[config.mk]
export PLATFORM = sky130hd
export DESIGN_NAME = recomp_shifter
export DESIGN_NICKNAME = d
export VERILOG_FILES = /design/src/rtl/recomp_shifter.sv
export SDC_FILE = /design/constraint.sdc
export NUM_CORES = 1
export LEC_CHECK = 0
export ABC_CLOCK_PERIOD_IN_PS = 3950
export CAP_MARGIN = 25
export CORE_ASPECT_RATIO = 0.7
export CORE_MARGIN = 4
export CORE_UTILIZATION = 40
export CTS_BUF_LIST = sky130_fd_sc_hd__clkbuf_16
export DETAILED_ROUTE_END_ITERATION = 12
export MAX_ROUTING_LAYER = met4
export PLACE_DENSITY = 0.71
export SLEW_MARGIN = 15
export SYNTH_ARGS = -nofsm -noshare
export SYNTH_HDL_FRONTEND = slang
export SYNTH_SLANG_ARGS = --single-unit
[constraint.sdc]
create_clock -name clk -period 3.95 [get_ports clk]
set_input_delay 0.79 -clock clk [delete_from_list [all_inputs] [get_ports clk]]
set_output_delay 0.79 -clock clk [all_outputs]
set_load 0.01 [all_outputs]
[src/rtl/recomp_shifter.sv]
// recomp_shifter: undoes upstream quotient compensation and left-shifts the result; optional saturation via RECOMP_SAT_EN
module recomp_shifter (
   input  logic        clk,
   input  logic        rst_n,
   input  logic        start,
   input  logic        led_in,
   input  logic [1:0]  comp_sel,
   input  logic [7:0]  y_in,
   input  logic [3:0]  shift_in,
   output logic        busy,
   output logic        done,
   output logic [23:0] result,
   output logic        ovf
);
   localparam logic [1:0] IDLE  = 2'd0;
   localparam logic [1:0] COMP  = 2'd1;
   localparam logic [1:0] SHIFT = 2'd2;
   localparam logic [1:0] DONE  = 2'd3;
   logic [1:0]  state;
   logic        led;
   logic [1:0]  sel;
   logic [7:0]  y;
   logic [3:0]  sh;
   logic [23:0] acc;
   logic [4:0]  cnt;
   logic [8:0]  y_inc;
   logic [8:0]  z;
   logic [4:0]  cnt_c;
   logic [23:0] acc_nx;
   logic [23:0] res_nx;
   logic        ovf_nx;
   logic        to_done;
   // acc_nx is the accumulator value about to be latched; on the DONE transition it is the final result
   always_comb begin
      y_inc   = {1'b0, y} + 9'd1;
      z       = (!led || sel == 2'd0 || sel == 2'd3) ? {1'b0, y} : sel == 2'd1 ? y_inc : y_inc >> 1;
      cnt_c   = (led && sel == 2'd2) ? {1'b0, sh} + 5'd1 : {1'b0, sh};
      acc_nx  = state == COMP ? {15'd0, z} : acc << 1;
      to_done = state == COMP ? cnt_c == 5'd0 : state == SHIFT && cnt == 5'd1;
`ifdef RECOMP_SAT_EN
      ovf_nx  = acc_nx > 24'h00FFFF;
      res_nx  = ovf_nx ? 24'h00FFFF : acc_nx;
`else
      ovf_nx  = 1'b0;
      res_nx  = acc_nx;
`endif
   end
   assign busy = state != IDLE;
   assign done = state == DONE;
   always_ff @(posedge clk or negedge rst_n) begin
      if (!rst_n) begin
         state <= IDLE;
         led   <= 1'b0;
         sel   <= 2'd0;
         y     <= 8'd0;
         sh    <= 4'd0;
         acc   <= 24'd0;
         cnt   <= 5'd0;
      end else begin
         case (state)
            IDLE: if (start) begin
               led   <= led_in;
               sel   <= comp_sel;
               y     <= y_in;
               sh    <= shift_in;
               state <= COMP;
            end
            COMP: begin
               acc   <= acc_nx;
               cnt   <= cnt_c;
               state <= to_done ? DONE : SHIFT;
            end
            SHIFT: begin
               acc   <= acc_nx;
               cnt   <= cnt - 5'd1;
               state <= to_done ? DONE : SHIFT;
            end
            default: state <= IDLE;
         endcase
      end
   end
   always_ff @(posedge clk or negedge rst_n) begin
      if (!rst_n) result <= 24'd0;
      else if (to_done) result <= res_nx;
   end
`ifdef RECOMP_SAT_EN
   always_ff @(posedge clk or negedge rst_n) begin
      if (!rst_n) ovf <= 1'b0;
      else if (to_done) ovf <= ovf_nx;
   end
`else
   logic unused_ovf;
   assign unused_ovf = ovf_nx;
   assign ovf = 1'b0;
`endif
endmodule

; Word-level counts from Yosys, hierarchy flattened
; Index checks and enable logic that the tools add are counted.
[classes]
n_addsub = 3
n_eq_ne = 8
n_mux = 9
n_reduce_logical = 12
[ops]
columns = operator, n
row1 = 24-bit 2-to-1 mux, 1
row2 = 9-bit 2-to-1 mux, 2
row3 = 5-bit one-hot mux with 2 select lines, 1
row4 = "8-bit by 1-bit adder with 9-bit output, second input constant", 1
row5 = "2-bit == test, second input constant", 4
row6 = "4-bit by 1-bit adder with 5-bit output, second input constant", 1
row7 = "5-bit by 1-bit == test with 1-bit output, second input constant", 1
row8 = 5-bit zero test, 1
row9 = 5-bit 2-to-1 mux, 1
row10 = "5-bit by 1-bit subtractor with 5-bit output, second input constant", 1
row11 = "2-bit by 1-bit == test with 1-bit output, second input constant", 2
row12 = 2-bit zero test, 2
row13 = 2-bit one-hot mux with 2 select lines, 1
row14 = 2-bit nonzero test, 2
row15 = 1-bit logical AND, 2
row16 = 1-bit logical OR, 2
row17 = 1-bit 2-to-1 mux, 2
row18 = 2-bit 2-to-1 mux, 1
row19 = "2-bit != test, second input constant", 1
row20 = 2-bit AND reduction, 1
row21 = 2-bit OR reduction, 1
row22 = 1-bit zero test, 1
[totals]
reg_bits = 69
inputBits = 18
output_inout_bits = 27
word_cells = 40

; Depth between registers and ports, before layout
[depth]
ltp_word = 7
ltp_mapped = 8
mapped_depth_nobuf = 7

; Worst setup path after synthesis
; OpenSTA, ideal clock, no wires.
[synth_path]
path_type = register to register
start = reg state[1]
end = reg result[0]
setup_ns = 0.125
arrival_ns = 1.928
t_required_ns = 3.825
setup_slack_ns = 1.896
stages_incl_launch_ff = 8
n_path_buf = 1
period_less_slack_ns = 2.054
cell_sequence = dfrtp_1 > inv_1 > ha_1 > or4bb_1 > nor3_4 > nor3b_4 > buf_12 > mux2_4
[synth_between]
elab_chain_len = 3
elab_cells_between_ends = 5
classes_between = 2 x eq/ne / 2 x mux / 1 x reduce/logical
[synth_lines]
columns = item, line_no
row1 = "start, declared", 19  ; logic [1:0] state;
row2 = "start signal, assigned", 71  ; state <= to_done ? DONE : SHIFT;
row3 = "start signal, assigned", 76  ; state <= to_done ? DONE : SHIFT;
row4 = 2-bit == test, 39  ; to_done = state == COMP ? cnt_c == 5'd0 : state == SHIFT && cnt == 5'd1;
row5 = 1-bit logical AND, 39
row6 = 1-bit 2-to-1 mux, 39
row7 = "end signal, assigned", 84  ; else if (to_done) result <= res_nx;
row8 = "end, declared", 12  ; output logic [23:0] result,
; Several ways; a longest one is shown, not always the timed one.
; A chain may end at the register's enable or synchronous reset.

; Final worst setup path
[layout_path]
start = reg state[0]
end = reg result[11]
; Same word-level chain as after synthesis.

==> reports/metrics.yaml <==
io_pins: 45
synth_area_sq_um: 3607
r2r_cells: 7
hp-class: "input pin to asynchronous set/reset pin"
synth.distinct_cells: 55
yosys.area.top_type: "dfrtp_1"
viasPerCell: 5.167
cts-root-buf: "clkbuf_16"
core_sq_um: 8618
muxShareOfSynthArea_pct: 21.61
wl_per_cell_um: 15.72
period_minus_slack_ns: 2.668
final_nets: 368
nFillCells: 750
synth_top_family_by_area: "multiplexers"
critPathMaxFanout: 15
postSynth.asyncResetShare_pct: 100.0
synth-simple-area-share_pct: 13.28
num_antenna_cells: 0
tightestPinTransition_ns: 0.7577
rows: 28
synth-xor-area-share_pct: 1.942
syn-num-nets: 327
report.final.hold_viol_count: 0
grt.overflow.total: 0
dp_hpwl_mm: 5.173
r2r_setup_slack_ns: 1.28
drt-pass1-iter-count: 4
drive_gt1_share_pct: 24.86
cts_sinks: 69
post-route-drc-count: 0
synth_ff_type: "dfrtp_1"
worstSetupEndpointType: "flip-flop"
layout_common_cells: "dfrtp_1 (69), mux2_2 (43), clkdlybuf4s50_1 (42), nor2b_1 (19)"
synth_top_area_share_pct: 47.87
synth.yosys.seq_area_share_pct: 47.87
post_cts_resize_count: 0
layout_worst_path_cycle_share_pct: 67.55
drt_iter0_markers: 154
drv_slew: 0
ctsHoldBuffers: 0
total_power_uw: 3702
grt_max_degree: 44
crit_arrival_ns: 2.89
dieArea_sq_um: 10630
cp.required_ns: 4.17
grt_pass1_wl_mm: 12.36
areaGrowthSynthToFinish_pct: 22.13
via_count: 2408
synth_compound_area_share_pct: 8.706
worstReg2RegEnd: "result[11]$_DFFE_PN0P_"
die_w_um: 121.5
netlist_instances: 300
start_util_pct: 41.86
wl_mm: 7.325
synth_adder_area_share_pct: 3.122
clkSlewWorstSetupHoldPaths_ns: 0.06
die_h_um: 87.45
synthTopCellsByArea: "dfrtp_1 (48%), mux2_2 (13%), mux2_4 (7.1%)"
drv_cap: 0
reg2reg_from: "state[0]$_DFFE_PN0P_"
crit_type: "flip-flop to flip-flop"
status: "finished, final reports clean"
synth_edf_count: 0
cts_setup_buffers: 0
cts_tree: "built"
fmax_ghz: 0.3748
power.density_nw_per_um2: 840.3
portBuffers: 43
insertion_delay_ns: 0.34
drtAntennaViolNets: 0
place.gp.congestion: 0.8860
synth_seq_cells: 69
clk_path_buf_depth: 2
layout_commonest_cell: "dfrtp_1"
tns_ns: 0
antenna_found_initial: 0
vdd_ir_drop_max_mv: 0.3268
yosys_warnings: 0
setup_viol: 0
grt_pass1_vias: 2390
power_leakage_uw: 0.001966
cts_buffers: 9
rsz0062_at_grt: "false"
track_usage_pct: 15.59
h-tree-depth: 3
syn_area_per_cell_sq_um: 12.02
critPathLaunchType: "flip-flop"
relSlewSlack_pct: 49.49
fin_skew_ns: 0.004722
[Yosys cell counts, drive strengths merged, types with 3 or more instances]
| master | count |
|---|---|
| buf | 6 |
| ha | 9 |
| nand4 | 4 |
| clkbuf | 11 |
| nor3 | 3 |
| or3 | 3 |
| a31oi | 7 |
| inv | 6 |
| xnor2 | 7 |
| mux2i | 4 |
| o31a | 3 |
| nand2 | 17 |
| nor2 | 9 |
| nand2b | 6 |
| o22ai | 3 |
| a21oi | 9 |
| dfrtp | 69 |
| o211ai | 5 |
| mux2 | 60 |
| nor2b | 19 |
| nand3 | 4 |
| o21ai | 9 |
[layout make-up]
type | count | area [sq um] | area share (%)
Clock inverter | 7 | 66.31 | 1.505
Multi-Input combinational cell | 208 | 1759 | 39.93
Timing Repair Buffer | 47 | 455.4 | 10.34
Sequential cell | 69 | 1727 | 39.19
Clock buffer | 9 | 225.2 | 5.112
Tap cell | 120 | 150.1 | 3.408
Inverter | 6 | 22.52 | 0.5112
[metal layers]
layer / routed length [um] / up-vias / share of wire (%) / track usage [%]
met2: 3114 / 52 / 43 / 20.90
met4: 133 / 0 / 1.8 / 6.409
met5: 0 / - / 0 / -
met1: 3746 / 1188 / 51 / 21.80
met3: 330 / 11 / 4.5 / 4.740
li1: - / 1157 / - / -
[how the worst max path moves through the flow]
stage | start | to | slack (ns) | cells past startpoint
after floorplan | state[1]$_DFFE_PN0P_ | result[0]$_DFFE_PN0P_ | 1.90 | 7
after global placement | state[0]$_DFFE_PN0P_ | result[13]$_DFFE_PN0P_ | 1.33 | 7
after detailed placement | state[0]$_DFFE_PN0P_ | result[11]$_DFFE_PN0P_ | 1.29 | 7
after CTS | state[0]$_DFFE_PN0P_ | result[11]$_DFFE_PN0P_ | 1.28 | 7
after global routing | state[1]$_DFFE_PN0P_ | result[13]$_DFFE_PN0P_ | 1.09 | 7
final | state[0]$_DFFE_PN0P_ | result[11]$_DFFE_PN0P_ | 1.28 | 7
[where the power goes]
part	internal, uW	switching (uW)	leakage [uW]	total [uW]
Clock	483	305	0.000135	788
Sequential	1010	273	0.000879	1280
Combinational	868	763	0.000952	1630
[worst max-delay path, cell delays in order, from the launching register on]
cell and delay (ns):
dfrtp_1 0.39, inv_1 0.09, ha_1 0.34, or4bb_1 0.26, nor3_4 0.05, nor3b_4 0.64, buf_4 0.41, mux2_2 0.37
[sequential cells by signal (all words and copies together) (netlist names)]
name / flops
acc: 23
y: 8
result: 24
state: 2
led: 1
cnt: 5
sel: 2
sh: 4
[kinds of logic after synthesis]
| logic type | count (synthesis) |
|---|---|
| other | 1 |
| adder cells (fa/ha/maj) | 9 |
| flip-flops | 69 |
| buffers and inverters | 23 |
| AO/OA/AOI/OAI | 46 |
| multiplexers | 64 |
| AND/OR/NAND/NOR | 80 |
| XOR/XNOR | 8 |
[metrics by stage]
stage	instance area, sq um	utilization (%)	hold slack (ns)	cells	setup WS (ns)
floorplan	3607	-	0.4690	300	1.896
global placement	4114	47.74	0.4802	450	1.332
detailed placement	4114	47.74	0.4888	450	1.288
CTS	4405	51.12	0.4791	466	1.277
global route	4405	51.12	0.5112	466	1.094
finish	4405	51.12	0.4600	466	1.282
(Power assumes the default switching activity.)
